===== config.mk =====
export PLATFORM = sky130hd
export DESIGN_NAME = e1_crc_engine
export DESIGN_NICKNAME = d
export VERILOG_FILES = /design/src/rtl/e1_crc_engine.sv
export SDC_FILE = /design/constraint.sdc
export NUM_CORES = 1
export LEC_CHECK = 0
export BUFFER_PORTS_ARGS = -buffer_cell sky130_fd_sc_hd__buf_4
export CAP_MARGIN = 20
export CORE_UTILIZATION = 35
export DETAILED_ROUTE_END_ITERATION = 7
export GPL_ROUTABILITY_DRIVEN = 0
export PLACE_DENSITY = 0.72
export SYNTH_ARGS = -nofsm -noshare
export SYNTH_HDL_FRONTEND = slang
export SYNTH_SLANG_ARGS = --single-unit

===== constraint.sdc =====
create_clock -name clk -period 1.3 [get_ports clk]
set_input_delay 0.13 -clock clk [delete_from_list [all_inputs] [get_ports clk]]
set_output_delay 0.13 -clock clk [all_outputs]
set_load 0.005 [all_outputs]

===== src/rtl/e1_crc_engine.sv =====
// e1_crc_engine: parametrised N-bits-per-beat Galois CRC with block markers, held-CRC check and mismatch counting.
// Define E1_CRC_ERRCNT_EN to build the saturating err_cnt counter; otherwise err_cnt is tied to 0.
module e1_crc_engine #(
  parameter int W = 4,
  parameter logic [W-1:0] POLY = 4'h3,
  parameter logic [W-1:0] INIT = 4'h0,
  parameter int N = 1,
  parameter int CNT_W = 8
) (
  input  logic             clk,
  input  logic             rst,
  input  logic [N-1:0]     in_data,
  input  logic             in_first,
  input  logic             in_last,
  input  logic             in_valid,
  output logic [W-1:0]     out_crc,
  output logic             out_valid,
  input  logic [W-1:0]     chk_ref,
  input  logic             chk_ref_valid,
  output logic             chk_done,
  output logic             chk_ok,
  output logic             chk_ovr,
  output logic [CNT_W-1:0] err_cnt,
  input  logic             err_clr
);
  logic [W-1:0] state, nxt;
  logic pending, done, chk_go;
  assign done = in_valid & in_last;
  assign chk_go = chk_ref_valid & pending;
  always_comb begin
    nxt = (in_valid && in_first) ? INIT : state;
    for (int i = N - 1; i >= 0; i--)
      nxt = {nxt[W-2:0], 1'b0} ^ ((nxt[W-1] ^ in_data[i]) ? POLY : '0);
  end
  // The compare always sees the CRC held before this cycle's completion lands.
  always_ff @(posedge clk or posedge rst) begin
    if (rst) begin
      state <= INIT;
      out_crc <= '0;
      out_valid <= 1'b0;
      pending <= 1'b0;
      chk_done <= 1'b0;
      chk_ok <= 1'b0;
      chk_ovr <= 1'b0;
    end else begin
      out_valid <= done;
      chk_done <= chk_go;
      chk_ovr <= done & pending & ~chk_go;
      pending <= done | (pending & ~chk_go);
      if (in_valid) state <= nxt;
      if (done) out_crc <= nxt;
      if (chk_go) chk_ok <= (chk_ref == out_crc);
    end
  end
`ifdef E1_CRC_ERRCNT_EN
  logic [CNT_W-1:0] cnt;
  always_ff @(posedge clk or posedge rst) begin
    if (rst) cnt <= '0;
    else if (err_clr) cnt <= '0;
    else if (chk_done && !chk_ok && cnt != '1) cnt <= cnt + 1'b1;
  end
  assign err_cnt = cnt;
`else
  logic unused;
  assign unused = err_clr;
  assign err_cnt = '0;
`endif
endmodule


==> results of run 1 <==
## worst max-delay path: stages (launching register included)
cell     delay (ps)
dfrtp_1         400
xnor2_1         140
or3_1           330
a31oi_1         170
## cell usage in the layout (no fill, tap or decap), drive strengths merged
cell          n
buf          18
dfrtp        13
conb          8
nand2         7
xnor2         6
o21ai         5
inv           5
clkbuf        4
nor2          3
a31oi         2
nand2b        2
a21oi         2
or3           1
mux2i         1
nor2b         1
nand3b        1
nand4         1
o31ai         1
dlygate4sd3   1
## cell type report
type / instances / area [um2]
multi-input combinational: 41 / 224
timing repair buffer: 19 / 145
tap: 16 / 20.0
fill: 161 / 800
inverter: 5 / 18.8
sequential: 13 / 325
clock buffer: 4 / 26.3
## per-stage QoR
step                cell area, um2  std cells  hold slack (ps)  power [uW]  utilization
floorplan                      633         68             6.96         596            -
global placement               723         93              181         660        0.464
detailed placement             723         93              186         667        0.464
CTS                            759         98             63.7         918        0.487
global route                   759         98             75.4         956        0.487
finish                         759         98             78.0         897        0.487
## power by group
group          switching [uW]  leakage [uW]  internal [uW]
logic                    78.4      0.000207           98.3
registers                31.9      0.000164            449
clock network             121     0.0000150            119
total                     231      0.000386            666
## worst min-delay path by stage
stage	start	end	slack, ps	cells past startpoint
after floorplan	rst	chk_done	7	1
after global placement	rst	chk_ovr	180	2
after detailed placement	rst	out_valid	190	2
after CTS	in_first	out_crc[3]	60	2
after global routing	in_first	out_crc[3]	80	2
final	in_first	out_crc[3]	80	2
## cell usage after synthesis
master / count
nor2b_1: 1
buf_4: 8
nand2b_1: 2
a21oi_1: 2
nor2_1: 3
nand4_1: 1
dfrtp_1: 13
mux2i_1: 1
buf_2: 1
or3_1: 1
o21ai_0: 5
o31ai_1: 1
xnor2_1: 6
inv_1: 5
conb_1: 1
nand3b_1: 1
nand2_1: 7
a31oi_1: 2
## flip-flops by register name (all words and copies together), names as in the netlist
name,count
out_crc,4
chk_ovr,1
state,4
pending,1
chk_done,1
chk_ok,1
out_valid,1
## what timing repair did
action / CTS / global route
hold endpoints to repair: 13 / 0
setup buffers: 0 / 0
gates resized for setup: 0 / 0
setup endpoints to repair: 0 / 0
hold buffers: 1 / 0
## per-layer routing
layer / wire [um] / share of wire
met1: 456 / 0.44
met2: 470 / 0.45
met3: 115 / 0.11
met4: 0 / 0
met5: 0 / 0
## cell families after synthesis
group / after synthesis / synth area share
buf+inv: 14 / 0.138
other cells: 1 / 0.00618
mux: 1 / 0.0165
simple gates: 16 / 0.126
compound gates: 10 / 0.0907
xor+xnor: 6 / 0.0866
flops: 13 / 0.536
==> reports/results.txt, run 1 <==
Max Fclk = 897 MHz
initial antenna violation count = 0
largest net degree at the start of global routing = 14
Final min period = 1110 ps
Yosys top cell area share = 0.536
# setup viols final = 0
power density cells = 1180 mW/mm2
critical path endpoint = state[1]
clk sink count = 13
Final Hold Violating Endpoints = 0
Avg Synthesized Cell Area = 9.95 um2
Initial Util = 0.389
HP Class = in2reg
final wirelength = 1.04 mm
WP data required = 1500 ps
crit path from = state[3]
crit path DAT = 1310 ps
static leakage = 0.000386 uW
critical path class = reg2reg
critical path endpoint category = register
Ports = 28
ANT nets after route = 0
ratio of final minimum period to clock period = 0.858
Root Driver = clkbuf_4
worst reg2reg path depth = 3
IO buf count = 18
Core Area = 0.00156 mm2
GRT Resource Usage Total = 0.122
Inserted Clock Buffers = 3
clock skew = 5.88 ps
M2 GR Usage = 0.191
Vias/cell = 4.52
met3 usage = 0.0625
Synthesis Warnings = 0
Core Rows = 14
global route overflow = 0
drt initial violations = 9
Final Slew Violations = 0
P&R area growth vs syn = 25.2%
Max clock buf depth = 2
RR Endpoint = state[1]
MaxCap Viol Count = 0
synth unique cells = 18
post-synthesis sequential area ratio = 0.536
DIE WIDTH = 43.6 um
drt drc = 3
GRT Max-Usage Layer = met2
# diodes = 0
final worst slack = 185 ps
RSZ-0062 raised after global routing = no
Final TNS setup = 0 ps
met1 usage = 0.147
status = finished with violations
Yosys top cell by area = dfrtp_1
Nets = 95
Reg clk slew, reported paths = 80 ps
CTS tree = done
H-tree Lvls = 1
Die H = 43.6 um
DR pass1 iterations = 6
Place WS = 197 ps
failing checks = design-rule violations
Via Count = 443
Mapped Cells = 61
Die ar. = 0.00190 mm2
Peak supply drop = 0.950 mV
insertion delay to the later sink of the worst-skew pair = 270 ps
Routed wire per std cell = 10.6 um
layout cell share with drive strength beyond 1 = 0.256
first-pass GRT wire length = 1.66 mm
Reg2Reg Setup Slack = 190 ps
Worst Path Max Fanout = 3
origin of the critical flop-to-flop path = state[3]
Yosys reg bits = 13
Critical Path Start Type = register
vias in the first global route = 418
ranking of synthesized cells by area = dfrtp_1, buf_4, xnor2_1
Netlist Area Pre-Place = 607 um2
Power figures use the tool's default switching activity.
==> run 2: changes to the inputs <==
==> constraint.sdc (replaced) <==
create_clock -name clk -period 1.3 [get_ports clk]
set_input_delay 0.39 -clock clk [delete_from_list [all_inputs] [get_ports clk]]
set_output_delay 0.39 -clock clk [all_outputs]
set_load 0.005 [all_outputs]
==> run 2 against run 1 <==
The flow still finishes with violations (design-rule violations). First-iteration DRC count increased by 67%. Via count shrank 2.7%. Die area is the same. Largest power group unchanged. Highest routed layer unchanged.
==> reports/results.txt, run 2 (synthesis gave the netlist of run 1 again) <==
Max Fclk = 813 MHz
power density cells = 1200 mW/mm2
initial antenna violation count = 0
drt initial violations = 15
Ports = 28
FF+latch area = 325 um2
origin of the critical flop-to-flop path = state[3]
ratio of final minimum period to clock period = 0.946
RSZ-0062 raised after global routing = no
Nets = 94
DP Area = 723 um2
MaxCap Viol Count = 0
HP Class = in2async
final wirelength = 1.02 mm
Core Rows = 14
most frequent cells in the layout = buf_4, dfrtp_1, conb_1, nand2_1, xnor2_1
ANT nets after route = 0
Core Area = 0.00156 mm2
cells along the critical path = buf_4
vias in the first global route = 427
top flop regs = out_crc: 4 flops, state: 4 flops
number of stages on the worst setup path = 1
H-tree Lvls = 1
Die H = 43.6 um
P&R area growth vs syn = 23.5%
# diodes = 0
max incr delay on CP = 420 ps
Reg clk slew, reported paths = 80 ps
FILL cells = 154
Die ar. = 0.00190 mm2
Buf/Inv on CP = 1
CTS-repair resized insts = 0
Final min period = 1230 ps
CTS tree = done
critical path endpoint category = output port
Reg2Reg Setup Slack = 170 ps
Peak supply drop = 1.03 mV
insertion delay to the later sink of the worst-skew pair = 270 ps
WP data required = 910 ps
failing checks = design-rule violations
RR Endpoint = out_crc[1]
Worst Path Max Fanout = 3
# Post-CTS Setup Buffers = 0
hold_buf cts = 0
Final TNS setup = 0 ps
status = finished with violations
CP max stage cell = dfrtp_1
Initial Util = 0.389
Top delay family on crit path = flip-flops
DIE WIDTH = 43.6 um
Final Hold Violating Endpoints = 0
GRT Resource Usage Total = 0.133
Inserted Clock Buffers = 3
fin area = 749 um2
static leakage = 0.000382 uW
most common cell after layout, fill and taps aside = buf_4
drt drc = 3
largest net degree at the start of global routing = 14
Multi-input gate area = 224 um2
critical path class = reg2out
clk sink count = 13
Vias/cell = 4.44
dpl hpwl = 775 um
clock skew = 0.382 ps
first-pass GRT wire length = 1.81 mm
Critical Path Start Type = register
worst reg2reg path depth = 3
# setup viols final = 0
Max clock buf depth = 2
Via Count = 431
IO buf count = 18
Final Slew Violations = 0
Root Driver = clkbuf_4
Routed wire per std cell = 10.5 um
global route overflow = 0
crit path DAT = 840 ps
DR pass1 iterations = 6
layout cell share with drive strength beyond 1 = 0.259
[run 2: cell types whose count changed in the layout (fill, tap and decap cells not counted), sizes merged]
cell	delta
dlygate4sd3	-1
[run 2: layout make-up]
class	instances	area share
Sequential cell	13	0.434
Multi-Input combinational cell	41	0.299
Timing Repair Buffer	18	0.180
Clock buffer	4	0.0351
Tap cell	16	0.0267
Inverter	5	0.0250
[run 2: how the worst max path moves through the flow]
| stage | start | to |
|---|---|---|
| after floorplan | state[3] | state[1] |
| after global placement | in_first | state[1] |
| after detailed placement | in_first | out_crc[1] |
| after CTS | out_crc[1] | out_crc[1] |
| after global routing | out_crc[1] | out_crc[1] |
| final | out_crc[1] | out_crc[1] |
[run 2: where the power goes]
group          total [uW]  leakage [uW]  internal [uW]  switching [uW]
sequential            481      0.000164            448            32.8
combinational         174      0.000203           96.3            78.0
clock                 245     0.0000150            119             126
total                 900      0.000382            663             237
[run 2: metrics by stage]
stage / hold slack (ps) / cells / total power, uW / worst slack [ps] / utilization
6_report: 139 / 97 / 900 / 70.2 / 0.481
5_1_grt: 164 / 97 / 972 / 12.3 / 0.481
4_1_cts: 147 / 97 / 922 / 53.9 / 0.481
3_5_place_dp: 451 / 93 / 666 / 141 / 0.464
3_3_place_gp: 439 / 93 / 660 / 150 / 0.464
2_1_floorplan: 267 / 68 / 596 / 250 / -
[run 2: routing by layer]
layer,track usage,up-vias,part of all wire,routed length (um)
li1,-,223,-,-
met1,0.185,187,0.49,502
met2,0.182,21,0.40,407
met3,0.0792,0,0.11,112
met4,0.0188,0,0,0
met5,0,-,0,0
==> run 3: changes to the inputs <==
- BUFFER_PORTS_ARGS: -buffer_cell sky130_fd_sc_hd__buf_4 -> unset
- DONT_BUFFER_PORTS: unset -> 1
- PLACE_DENSITY: 0.72 -> 0.58
==> run 3 against run 2 <==
The flow still finishes with violations (design-rule violations). Count of clock-buffer cells in the layout is the same. Combinational power shrank 43%. Sequential share of layout area grew 9.5 points. Clock power is essentially flat. Maximum frequency is 8.9% higher. First-iteration DRC count decreased by 67%. Cell area down 18%. Via count decreased by 11%. Cell count down 19%. Highest routed layer is now met4.
==> reports/results.txt, run 3 (synthesis gave the netlist of run 1 again) <==
Max Fclk = 885 MHz
cells along the critical path = xnor2_1 -> or3_1 -> a31oi_1
max incr delay on CP = 410 ps
Reg clk slew, reported paths = 80 ps
# Post-CTS Setup Buffers = 0
Ports = 28
IO buf count = 0
final wirelength = 935 um
Final Slew Violations = 0
critical path class = reg2reg
WP data required = 1500 ps
dpl hpwl = 705 um
Final TNS setup = 0 ps
Final Hold Violating Endpoints = 0
static leakage = 0.000293 uW
crit path DAT = 1330 ps
CTS tree = done
P&R area growth vs syn = 1.24%
Peak supply drop = 0.636 mV
Max clock buf depth = 2
HP Class = in2async
Die ar. = 0.00190 mm2
Core Rows = 14
most common cell after layout, fill and taps aside = dfrtp_1
vias in the first global route = 382
Critical Path Start Type = register
clock skew = 2.72 ps
Die H = 43.6 um
critical path endpoint category = register
CP max stage cell = dfrtp_1
Worst Path Max Fanout = 3
MaxCap Viol Count = 0
DR pass1 iterations = 6
failing checks = design-rule violations
fin area = 614 um2
insertion delay to the later sink of the worst-skew pair = 270 ps
Reg2Reg Setup Slack = 170 ps
# setup viols final = 0
GRT Resource Usage Total = 0.125
Root Driver = clkbuf_4
Initial Util = 0.389
most frequent cells in the layout = dfrtp_1, conb_1, nand2_1, xnor2_1
DIE WIDTH = 43.6 um
worst reg2reg path depth = 3
RSZ-0062 raised after global routing = no
crit path from = state[3]
Via Count = 384
ratio of final minimum period to clock period = 0.869
global route overflow = 0
Core Area = 0.00156 mm2
first-pass GRT wire length = 1.61 mm
DP Area = 588 um2
hold_buf cts = 0
# diodes = 0
status = finished with violations
layout cell share with drive strength beyond 1 = 0.0476
Routed wire per std cell = 11.8 um
drt initial violations = 5
Buf/Inv on CP = 0
origin of the critical flop-to-flop path = state[3]
ANT nets after route = 0
hold slack = 16.6 ps
CTS-repair resized insts = 0
top flop regs = out_crc: 4 flops, state: 4 flops
power density cells = 1360 mW/mm2
initial antenna violation count = 0
Vias/cell = 4.86
largest net degree at the start of global routing = 14
Inserted Clock Buffers = 3
RR Endpoint = state[1]
number of stages on the worst setup path = 3
drt drc = 3
Top delay family on crit path = flip-flops
Nets = 76
H-tree Lvls = 1
Final min period = 1130 ps
clk sink count = 13
critical path endpoint = state[1]
-- run 3: cell count changes in the layout (fill, tap and decap cells not counted), sizes merged --
| cell | delta |
|---|---|
| buf | -18 |
-- run 3: routing by layer --
metal  vias up  track usage  routed length, um
met1       171        0.138                384
met4         0       0.0750                 17
li1        186            -                  -
met2        22        0.173                413
met3         5       0.0875                119
met5         -            0                  0
-- run 3: worst min path at each step --
| stage | slack, ps | end | startpoint | cells past startpoint |
|---|---|---|---|---|
| floorplan | 270 | chk_done | rst | 1 |
| global placement | 330 | chk_ovr | rst | 1 |
| detailed placement | 330 | chk_ovr | rst | 1 |
| CTS | 30 | chk_ovr | rst | 1 |
| global route | 40 | state[1] | rst | 1 |
| finish | 20 | out_crc[3] | rst | 1 |
-- run 3: cell type report --
cell class / count / area [um2]
clock buffers: 4 / 26.3
fillers: 159 / 945
inverters: 5 / 18.8
multi-input cells: 41 / 224
flip-flops and latches: 13 / 325
well taps: 16 / 20.0
-- run 3: power by group --
| part | internal (uW) | switching (uW) | leakage, uW |
|---|---|---|---|
| clock network | 119 | 129 | 0.0000150 |
| logic | 47.7 | 51.4 | 0.000114 |
| registers | 448 | 39.7 | 0.000164 |
| total | 615 | 220 | 0.000293 |
-- run 3: stage by stage --
| step | setup WS [ps] | total power [uW] | cells | utilization |
|---|---|---|---|---|
| 5_1_grt | 122 | 899 | 79 | 0.394 |
| 3_5_place_dp | 191 | 598 | 75 | 0.377 |
| 3_3_place_gp | 208 | 595 | 75 | 0.377 |
| 2_1_floorplan | 250 | 596 | 68 | - |
| 6_report | 170 | 835 | 79 | 0.394 |
| 4_1_cts | 174 | 856 | 79 | 0.394 |
